**src/rtl/wb_write_arbiter_if.sv**
```systemverilog
// Writeback bus between the WB stage, the MAC unit, the regfile write port
// and the hazard unit. The arbiter sits on the slave side.
interface wb_write_arbiter_if #(
  parameter int DEPTH = 4
) ();
  localparam int CW = $clog2(DEPTH) + 1;

  logic          pipe_valid;
  logic [4:0]    pipe_rd;
  logic [31:0]   pipe_data;
  logic          mac_valid;
  logic [4:0]    mac_rd;
  logic [31:0]   mac_data;
  logic          mac_ready;
  logic          write_enable;
  logic [4:0]    w_addr;
  logic [31:0]   w_data;
  logic [31:0]   pending_mask;
  logic [CW-1:0] queue_count;

  modport slave (
    input  pipe_valid, pipe_rd, pipe_data, mac_valid, mac_rd, mac_data,
    output mac_ready, write_enable, w_addr, w_data, pending_mask, queue_count
  );

  modport master (
    output pipe_valid, pipe_rd, pipe_data, mac_valid, mac_rd, mac_data,
    input  mac_ready, write_enable, w_addr, w_data, pending_mask, queue_count
  );
endinterface

```
**src/rtl/wb_write_arbiter.sv**
```systemverilog
// Regfile write-port arbiter: pipe results win every slot they use; MAC
// results wait in a small FIFO and drain into idle slots. A younger pipe
// write to the same rd kills queued MAC entries so they never overwrite it.
module wb_write_arbiter #(
  parameter int DEPTH = 4
) (
  input logic            clk,
  input logic            reset,
  wb_write_arbiter_if.slave bus
);
  localparam int IW = $clog2(DEPTH);
  localparam int PW = IW + 1;

  logic [PW-1:0]             wr_ptr, rd_ptr, count;
  logic [DEPTH-1:0]          live;
  logic [DEPTH-1:0][4:0]     rd_q;
  logic [DEPTH-1:0][31:0]    data_q;
  logic [IW-1:0]             wr_idx, rd_idx;
  logic                      full, empty, pipe_wr, push, pop;

  assign wr_idx  = wr_ptr[IW-1:0];
  assign rd_idx  = rd_ptr[IW-1:0];
  assign count   = wr_ptr - rd_ptr;
  assign full    = (wr_ptr == {~rd_ptr[PW-1], rd_ptr[IW-1:0]});
  assign empty   = (wr_ptr == rd_ptr);

  // rd == 0 writes are architecturally void on both sources
  assign pipe_wr = bus.pipe_valid && (bus.pipe_rd != 5'd0);
  assign push    = bus.mac_valid && bus.mac_ready && (bus.mac_rd != 5'd0);
  assign pop     = !pipe_wr && !empty;

  assign bus.mac_ready   = !reset && !full;
  assign bus.queue_count = count;

  // Pointers and live bits: kill on matching pipe write, retire on pop,
  // set on push last so a same-cycle enqueue is never killed
  always_ff @(posedge clk or posedge reset) begin
    if (reset) begin
      wr_ptr <= '0;
      rd_ptr <= '0;
      live   <= '0;
    end else begin
      for (int i = 0; i < DEPTH; i++)
        if (pipe_wr && rd_q[i] == bus.pipe_rd) live[i] <= 1'b0;
      if (pop) begin
        live[rd_idx] <= 1'b0;
        rd_ptr       <= rd_ptr + PW'(1);
      end
      if (push) begin
        live[wr_idx] <= 1'b1;
        wr_ptr       <= wr_ptr + PW'(1);
      end
    end
  end

  // Payload storage; validity is carried by the pointers and live bits
  always_ff @(posedge clk) begin
    if (push) begin
      rd_q[wr_idx]   <= bus.mac_rd;
      data_q[wr_idx] <= bus.mac_data;
    end
  end

  // Registered write port; addr/data hold on idle cycles
  always_ff @(posedge clk or posedge reset) begin
    if (reset) begin
      bus.write_enable <= 1'b0;
      bus.w_addr       <= '0;
      bus.w_data       <= '0;
    end else if (pipe_wr) begin
      bus.write_enable <= 1'b1;
      bus.w_addr       <= bus.pipe_rd;
      bus.w_data       <= bus.pipe_data;
    end else if (pop && live[rd_idx]) begin
      bus.write_enable <= 1'b1;
      bus.w_addr       <= rd_q[rd_idx];
      bus.w_data       <= data_q[rd_idx];
    end else begin
      bus.write_enable <= 1'b0;
    end
  end

  // Registers still owed a MAC result, for the hazard unit
  always_comb begin
    bus.pending_mask = '0;
    for (int i = 0; i < DEPTH; i++)
      if (live[i]) bus.pending_mask[rd_q[i]] = 1'b1;
    bus.pending_mask[0] = 1'b0;
  end
endmodule

```
**src/flat_wrapper.sv**
```systemverilog
// flat-port wrapper written by rule: the top's interface ports become plain ports
module wb_write_arbiter_flat 
#(
  parameter int DEPTH = 4
)
  (clk, reset, bus_pipe_valid, bus_pipe_rd, bus_pipe_data, bus_mac_valid, bus_mac_rd, bus_mac_data, bus_mac_ready, bus_write_enable, bus_w_addr, bus_w_data, bus_pending_mask, bus_queue_count);
  wb_write_arbiter_if #(.DEPTH(DEPTH)) bus_i ();
  input logic clk;
  input logic reset;
  input wire logic [$bits(bus_i.pipe_valid)-1:0] bus_pipe_valid;
  input wire logic [$bits(bus_i.pipe_rd)-1:0] bus_pipe_rd;
  input wire logic [$bits(bus_i.pipe_data)-1:0] bus_pipe_data;
  input wire logic [$bits(bus_i.mac_valid)-1:0] bus_mac_valid;
  input wire logic [$bits(bus_i.mac_rd)-1:0] bus_mac_rd;
  input wire logic [$bits(bus_i.mac_data)-1:0] bus_mac_data;
  output wire logic [$bits(bus_i.mac_ready)-1:0] bus_mac_ready;
  output wire logic [$bits(bus_i.write_enable)-1:0] bus_write_enable;
  output wire logic [$bits(bus_i.w_addr)-1:0] bus_w_addr;
  output wire logic [$bits(bus_i.w_data)-1:0] bus_w_data;
  output wire logic [$bits(bus_i.pending_mask)-1:0] bus_pending_mask;
  output wire logic [$bits(bus_i.queue_count)-1:0] bus_queue_count;
  assign bus_i.pipe_valid = bus_pipe_valid;
  assign bus_i.pipe_rd = bus_pipe_rd;
  assign bus_i.pipe_data = bus_pipe_data;
  assign bus_i.mac_valid = bus_mac_valid;
  assign bus_i.mac_rd = bus_mac_rd;
  assign bus_i.mac_data = bus_mac_data;
  assign bus_mac_ready = bus_i.mac_ready;
  assign bus_write_enable = bus_i.write_enable;
  assign bus_w_addr = bus_i.w_addr;
  assign bus_w_data = bus_i.w_data;
  assign bus_pending_mask = bus_i.pending_mask;
  assign bus_queue_count = bus_i.queue_count;
  wb_write_arbiter #(.DEPTH(DEPTH)) u_core (.clk(clk), .reset(reset), .bus(bus_i));
endmodule
```
**config.mk**
```make
export PLATFORM = sky130hd
export DESIGN_NAME = wb_write_arbiter_flat
export DESIGN_NICKNAME = d
export VERILOG_FILES = /design/src/rtl/wb_write_arbiter_if.sv /design/src/rtl/wb_write_arbiter.sv /design/src/flat_wrapper.sv
export SDC_FILE = /design/constraint.sdc
export NUM_CORES = 1
export LEC_CHECK = 0
export CAP_MARGIN = 15
export CORE_MARGIN = 4
export CORE_UTILIZATION = 40
export CTS_CLUSTER_DIAMETER = 60
export DETAILED_ROUTE_END_ITERATION = 10
export PLACE_DENSITY_LB_ADDON = 0.2
export SLEW_MARGIN = 15
export SYNTH_ARGS = -nofsm -noshare
export SYNTH_HDL_FRONTEND = slang
export SYNTH_SLANG_ARGS = --single-unit
```
**constraint.sdc**
```tcl
create_clock -name clk -period 7.25 [get_ports clk]
set_input_delay 1.45 -clock clk [delete_from_list [all_inputs] [get_ports clk]]
set_output_delay 1.45 -clock clk [all_outputs]
set_load 0.005 [all_outputs]
```
### Word level (Yosys, flattened, before mapping)

Index checks and enable logic that the tools add are counted.

* output and inout port bits: 74
* logic and storage cells: 105
* register bits after elaboration: 196
* bits of input ports: 78

* bitwise operators: 7
* reduce and logical (&&, ||, !) cells: 23
* multiplexer cells: 40
* magnitude comparators: 12
* add/subtract/negate cells: 3
* eq/ne operators: 6

Operator list (count)
* $mux W32: 8
* $bwmux W128: 1
* $or A32 B32 Y32: 3
* $bmux W32 S2: 1
* $demux W32 S2: 1
* $lt A5 B6 Y1 const B: 4
* $bwmux W20: 1
* $demux W1 S5: 4
* $eq A5 B5 Y1: 4
* $ge A5 B1 Y1 const B: 4
* $mux W5: 4
* $logic_and A1 B1 Y1: 16
* $mux W1: 13
* $bmux W5 S2: 1
* $demux W5 S2: 1
* $reduce_bool A5 Y1: 2
* $mux W4: 2
* $add A3 B1 Y3 const B: 2
* $eq A3 B3 Y1: 2
* $lt A2 B3 Y1 const B: 2
* $and A4 B4 Y4: 1
* $demux W1 S2: 2
* $ge A2 B1 Y1 const B: 2
* $logic_not A1 Y1: 4
* 6 further kinds: 6

### Logic depth before layout (Yosys ltp)

Gate-level depths: netlist (run 1).

* depth in word-level cells: 11
* gate-level depth with buffers: 9
* gate-level depth less buffers: 6

### Least setup slack after synthesis (run 1)

No wires, ideal clock.

* path kind: flip-flop to flip-flop
* start point: reg u_core.rd_ptr[1]
* end point: reg u_core.data_q[0] (netlist bit), enable pin
* arrival time: 3058 ps
* stages on the path, launching flop included: 8
* period minus slack after synthesis: 3456 ps
* buffers on the path: 2
* library setup time: 398 ps
* slack: 3794 ps
* path through: dfrtp_1 clkbuf_1 clkbuf_1 inv_1 ha_1 a31oi_1 o211a_1 and2_1

* word-level cells in the longest chain between the ends: 5

Ends and longest elaborated chain
* start, declared: line wb_write_arbiter.sv:14 `logic [PW-1:0] wr_ptr, rd_ptr, count;`
* start signal, assigned: line wb_write_arbiter.sv:47 `rd_ptr <= rd_ptr + PW'(1);`
* $eq A3 B3 Y1: line wb_write_arbiter.sv:24 `assign full = (wr_ptr == {~rd_ptr[PW-1], rd_ptr[IW-1:0]});`
* $logic_not A1 Y1: line wb_write_arbiter.sv:32 `assign bus.mac_ready = !reset && !full;`
* $logic_and A1 B1 Y1: line wb_write_arbiter.sv:32
* via bus_mac_ready: line flat_wrapper.sv:16 `output wire logic [$bits(bus_i.mac_ready)-1:0] bus_mac_ready;`
* $logic_and A1 B1 Y1 (2 in series): line wb_write_arbiter.sv:29 `assign push = bus.mac_valid && bus.mac_ready && (bus.mac_rd != 5'd0);`
* end signal, assigned by index: line wb_write_arbiter.sv:60 `data_q[wr_idx] <= bus.mac_data;`
* end, declared: line wb_write_arbiter.sv:17 `logic [DEPTH-1:0][31:0] data_q;`

The timed path passes the listed nets, and every way through them passes these cells.
A chain may end at the register's enable or synchronous reset.

### Worst setup path after layout (run 1)

* start point: reg u_core.rd_q[0] (netlist bit)
* end point: out bus_pending_mask[24]

* word-level cells in the longest chain between the ends: 11

Ends and longest elaborated chain
* start, declared: line wb_write_arbiter.sv:16 `logic [DEPTH-1:0][4:0] rd_q;`
* start signal, assigned by index: line wb_write_arbiter.sv:59 `rd_q[wr_idx] <= bus.mac_rd;`
* $lt A5 B6 Y1 (implied by the code) / $ge A5 B1 Y1 (equally long branches): line wb_write_arbiter.sv:87 `if (live[i]) bus.pending_mask[rd_q[i]] = 1'b1;`
* $logic_and A1 B1 Y1 (implied by the code): line wb_write_arbiter.sv:87
* $mux W1 (implied by the code): line wb_write_arbiter.sv:87
* $demux W1 S5 (*)
* $mux W32 (*): line wb_write_arbiter.sv:87
* $or A32 B32 Y32 (no source line)
* $mux W32 (*): line wb_write_arbiter.sv:87
* $or A32 B32 Y32 (no source line)
* $mux W32 (*): line wb_write_arbiter.sv:87
* $or A32 B32 Y32 (no source line)
* $mux W32 (*): line wb_write_arbiter.sv:87
* end, declared: line flat_wrapper.sv:20 `output wire logic [$bits(bus_i.pending_mask)-1:0] bus_pending_mask;`

Mark *: on every way between the ends. The rest lies on a longest branch, timed or not.

==> results.cfg, run 1 <==
[power_and_ir_drop]
vdd_drop_max_uv = 180.2
power_mw = 3.982
p_sw_frac = 0.2992
comb_power_share = 0.369
powerDensity_nw_per_um2 = 345.7
clockPowerShare = 0.229
power.leakage_nw = 4.023
p_seq_frac = 0.401
power.internal_mw = 2.790
p_sw_mw = 1.191

[drt]
drt-total-wl_um = 22940
drtIter0Drc = 322
detail-route-antenna-nets = 0
viasPerCell = 5.719
avgRoutedWirePerCell_um = 22.73
via_count = 5770
drc = 0
first_pass_iters = 6

[clocking]
hold_buffers = 0
clock_path_buffers = 2
post_cts_buffers = 0
clkLatencyLatePin_ps = 430
cts_tree = built
path_clk_slew_ps = 70
cts_buffers = 17
cts_resized = 0
clock-root-buffer = clkbuf_16
cts_max_level = 4
cts_num_sinks = 196

[critical_path]
worst-setup-path-type = reg2out
reg2reg_depth = 5
critPathRequiredTime_ps = 5800
endpoint_kind = primary output
cp_max_fo = 7
cp_slowest_stage_delay_ps = 1050
path_delay_family = simple AND/OR/NAND/NOR gates
startpoint_type = register
crit_path_top_delay_cell = nor3b_1
crit_cells = 4
crit_buf_inv = 1
cp_cell_sequence = nor3b_1, a22oi_1, o221ai_1, clkdlybuf4s50_1
arrival_ps = 2940

[sta]
finalSetupViolCount = 0
drv_slew = 0
tns_ps = 0
fmax_mhz = 227.8
fin_skew_ps = 26.91
fin_crit_sh = 0.6056
hold_viol_final = 0
tightest_slew_ps = 1254
rsz0062_at_grt = false
final.min_clock_period_ps = 4391
relSlewSlack = 0.1620

[yosys]
synth-seq-cells = 196
synth_cell_types = 48
synth_top_cell_by_area = edfxtp_1
ys_seq_area_frac = 0.6115
async_flop_share = 0.2449
syn_inst = 578
synth-edff-count = 148
synth_ff_type = edfxtp_1
synth_top_area_frac = 0.4814
synth_area_um2 = 9231
yosys_warnings = 0
synthTopCellsByArea = edfxtp_1, dfrtp_1, mux4_2, mux2_4, mux2_2
avgSynthCellArea_um2 = 15.97
synthesis.nets = 667

[finish]
drive_gt1_frac = 0.2169
final_nets = 800
num_antenna_cells = 0
synthToLayoutAreaGrowth_pct = 24.76
stdcell_count = 1009

[placed_design]
io_buffers = 150
place_inst = 977
place_hpwl_um = 15030
place.gp.congestion = 0.8803

[floorplan]
dieArea_um2 = 25570
core_um2 = 22640
dieWidth_um = 159.9
start_util = 0.4077
ios = 152
fp.dieH_um = 159.9
rows = 55

[run]
drv_cap = 0

[global_route]
grt_pass1_wl_um = 36150
grt_overflow_total = 0
grt_usage = 0.1812
grt_max_degree = 49
grt_pass1_vias = 6225
antenna_found_initial = 0

[min_path]
min_path_cells = 1
hp-class = reg2reg

[run_status]
status = finished clean
[worst paths after layout]
| kind | slack, ps | to | from |
|---|---|---|---|
| hold reg to reg | 490 | u_core.wr_ptr[2] | u_core.wr_ptr[2] |
| max in group asynchronous | 5030 | u_core.rd_ptr[1] | reset |
| setup / recovery | 2860 | bus_pending_mask[24] | u_core.rd_q[0] |
| min in group asynchronous | 1620 | u_core.bus.w_data[28] | reset |
| setup reg to reg | 4010 | u_core.bus.w_data[9] | u_core.rd_ptr[0] |
| hold / removal | 490 | u_core.wr_ptr[2] | u_core.wr_ptr[2] |
[metal layers]
layer | part of all wire | track usage | wire (um) | vias to the layer above
met1 | 0.42 | 0.2353 | 9654 | 2931
met4 | 0.016 | 0.05671 | 373 | 0
met5 | 0 | 0 | 0 | -
met2 | 0.50 | 0.3071 | 11530 | 246
li1 | - | - | - | 2554
met3 | 0.060 | 0.03845 | 1385 | 39
[power groups by stage]
stage | Clock (mW) | Combinational, mW | Sequential (mW)
after floorplan | 0 | 0.927 | 1.59
after global placement | 0 | 1.48 | 1.61
after detailed placement | 0 | 1.50 | 1.62
after CTS | 0.936 | 1.50 | 1.60
after global routing | 0.986 | 1.59 | 1.63
final | 0.914 | 1.47 | 1.60
[cell families after synthesis]
kind of cell    share of synthesized area
compound gates                    0.06411
xor+xnor                          0.02467
fa+ha+maj                         0.01572
buf+inv                           0.02494
flops                              0.6115
mux                                0.1899
other cells                     0.0004062
simple gates                      0.06872
[flip-flops by register name, summed over array words and instances, names as in the netlist]
name                     cells
u_core.bus.w_addr            5
u_core.bus.w_data           32
u_core.bus.write_enable      1
u_core.data_q              128
u_core.live                  4
u_core.rd_ptr                3
u_core.rd_q                 20
u_core.wr_ptr                3
[area by class of cell]
type / count / area [um^2]
Clock buffer: 20 / 436.7
Tap cell: 285 / 356.6
Timing Repair Buffer: 154 / 1531
Inverter: 8 / 31.28
Clock inverter: 12 / 140.1
Multi-Input combinational cell: 334 / 3373
Sequential cell: 196 / 5648
Fill cell: 1844 / 11120
[placed cells by master, fill, tap and decap left out, drive strengths merged, types with 6 or more instances in the layout]
cell type	synthesis	final
clkbuf	26	20
nand3	10	10
o221ai	11	11
nor2	14	14
a22oi	15	15
or3b	6	6
xnor2	11	11
o21ai	11	11
nand2	27	27
o211ai	7	7
edfxtp	148	148
inv	8	14
clkdlybuf4s50	0	150
ha	10	10
mux4	38	38
and3b	7	7
nor3	6	6
o22ai	7	7
mux2i	6	6
nor3b	9	9
a221o	12	12
mux2	65	65
dfrtp	48	48
nand3b	10	10
xor2	15	15
[Yosys cell counts (11+ instances only)]
cell type and n:
xnor2_1 11, edfxtp_1 148, dfrtp_1 48, o221ai_1 11, mux2_2 37, a221o_1 12, xor2_1 15, nor2_1 14
a22oi_1 15, mux2_4 28, mux4_2 38, nand2_1 26, clkbuf_1 26
[stage by stage]
stage | hold slack, ps | setup slack [ps] | utilization | cell area [um^2]
2_1_floorplan | 460.4 | 3794 | - | 9231
3_3_place_gp | 476.0 | 2866 | 0.4830 | 10930
3_5_place_dp | 484.5 | 2793 | 0.4830 | 10930
4_1_cts | 493.2 | 2860 | 0.5084 | 11510
5_1_grt | 512.6 | 2801 | 0.5087 | 11520
6_report | 494.7 | 2859 | 0.5087 | 11520
Note: power is estimated with default switching activity, not from simulation.
==> run 2: changes to the inputs <==
- clock period: 7.25 -> 3.6 ns (I/O delays scaled with it)
==> run 2 against run 1 <==
Clock skew down 14 ps; register-to-register slack worse by 3300 ps; global-route usage fell by 0.12 points.
==> results.cfg, run 2 (synthesized netlist as in run 1, its figures left out) <==
[finish]
num_antenna_cells = 0
synthToLayoutAreaGrowth_pct = 25.89
largestRegisters = u_core.data_q: 128 flops, u_core.bus.w_data: 32 flops, u_core.rd_q: 20 flops
post-route-cell-area_um2 = 11620
mostFrequentLayoutCells = clkdlybuf4s50_1, edfxtp_1, dfrtp_1
largest_register_ff_count = 128
regMostFlops = u_core.data_q
stdcell_count = 1021
final_common_cell = clkdlybuf4s50_1
drive_gt1_frac = 0.2310
final_nets = 812

[clocking]
hold_buffers = 0
cts_num_sinks = 196
clock-root-buffer = clkbuf_16
cts_resized = 0
clkLatencyLatePin_ps = 430
cts_tree = built
post_cts_buffers = 0
path_clk_slew_ps = 70
cts_buffers = 17
cts_max_level = 4
clock_path_buffers = 2

[global_route]
grt_pass1_wl_um = 35610
antenna_found_initial = 1
grt_overflow_total = 0
grt_usage = 0.1800
grt_max_degree = 49
grt_pass1_vias = 6122

[placed_design]
place_inst = 989
place_hpwl_um = 15590
placed_area_um2 = 11050
io_buffers = 150
place.gp.congestion = 0.8636

[drt]
drt-total-wl_um = 22890
avgRoutedWirePerCell_um = 22.42
drtIter0Drc = 388
drc = 0
via_count = 5818
first_pass_iters = 5
detail-route-antenna-nets = 0
viasPerCell = 5.698

[run]
drv_cap = 0

[critical_path]
arrival_ps = 2530
startpoint_type = register
worst-setup-path-type = reg2out
endpoint_kind = primary output
cp_cell_sequence = or3b_2, nor2_1, a21oi_1, o211ai_1, clkdlybuf4s50_1
path_delay_family = flip-flops
cp_slowest_stage_delay_ps = 700
crit_buf_inv = 1
crit_path_top_delay_cell = edfxtp_1
critPathRequiredTime_ps = 2880
cp_max_fo = 14

[power_and_ir_drop]
powerDensity_nw_per_um2 = 690.4
vdd_drop_max_uv = 313.2
power.leakage_nw = 4.086
power_mw = 8.023

[floorplan]
dieArea_um2 = 25570
ios = 152
core_um2 = 22640
dieWidth_um = 159.9
fp.dieH_um = 159.9
rows = 55
start_util = 0.4077

[sta]
fin_skew_ps = 12.54
tightest_slew_ps = 1007
hold_viol_final = 0
rsz0062_at_grt = false
fin_crit_sh = 0.9023
finalSetupViolCount = 0
final.min_clock_period_ps = 3248
drv_slew = 0
relSlewSlack = 0.3281
fmax_mhz = 307.9
tns_ps = 0
hold_slack_ps = 491.9

[run_status]
status = finished clean

[min_path]
hp-class = reg2reg
==> run 2: cell types whose count changed in the layout (fill, tap and decap cells not counted) <==
cell        before  now
inv_8            3    2
clkbuf_1         3    1
buf_12           0    2
nor3b_1          8    9
clkbuf_16       17   18
nor3b_2          1    0
clkinv_2         1    2
inv_6            4    3
buf_4            4   14
clkinvlp_4       1    3
inv_4            0    1
bufinv_16        1    0
==> run 2: cell type report <==
type / instances / area [um^2]
Fill cell: 1861 / 11020
Sequential cell: 196 / 5648
Multi-Input combinational cell: 334 / 3368
Timing Repair Buffer: 166 / 1647
Clock buffer: 19 / 454.2
Tap cell: 285 / 356.6
Clock inverter: 13 / 116.4
Inverter: 8 / 31.28
==> run 2: per-layer routing <==
metal / up-vias / track usage / part of all wire
met3: 27 / 0.04671 / 0.067
met5: - / 0 / 0.00057
met1: 2981 / 0.2330 / 0.42
met2: 235 / 0.2982 / 0.50
li1: 2573 / - / -
met4: 2 / 0.05905 / 0.015
==> run 2: final timing paths <==
check / start / end / slack [ps] / cells past startpoint
worst max-delay path: u_core.rd_q[14] / bus_pending_mask[17] / 350 / 5
worst min-delay path: u_core.wr_ptr[2] / u_core.wr_ptr[2] / 490 / 1
worst max register to register: u_core.rd_ptr[0] / u_core.bus.w_data[15] / 740 / 5
worst min register to register: u_core.wr_ptr[2] / u_core.wr_ptr[2] / 490 / 1
max in group asynchronous: reset / u_core.rd_ptr[0] / 2090 / 2
min in group asynchronous: reset / u_core.bus.w_data[30] / 870 / 2
==> run 2: where the power goes <==
part	internal, mW	switching, mW	total, mW
clock	0.948	0.835	1.78
sequential	2.93	0.287	3.22
combinational	1.74	1.28	3.02
==> run 2: through the flow <==
| step | worst slack (ps) | utilization |
|---|---|---|
| after floorplan | 144.2 | - |
| after global placement | 229.9 | 0.4880 |
| after detailed placement | 140.6 | 0.4880 |
| after CTS | 352.5 | 0.5132 |
| after global routing | 164.1 | 0.5133 |
| final | 351.7 | 0.5133 |
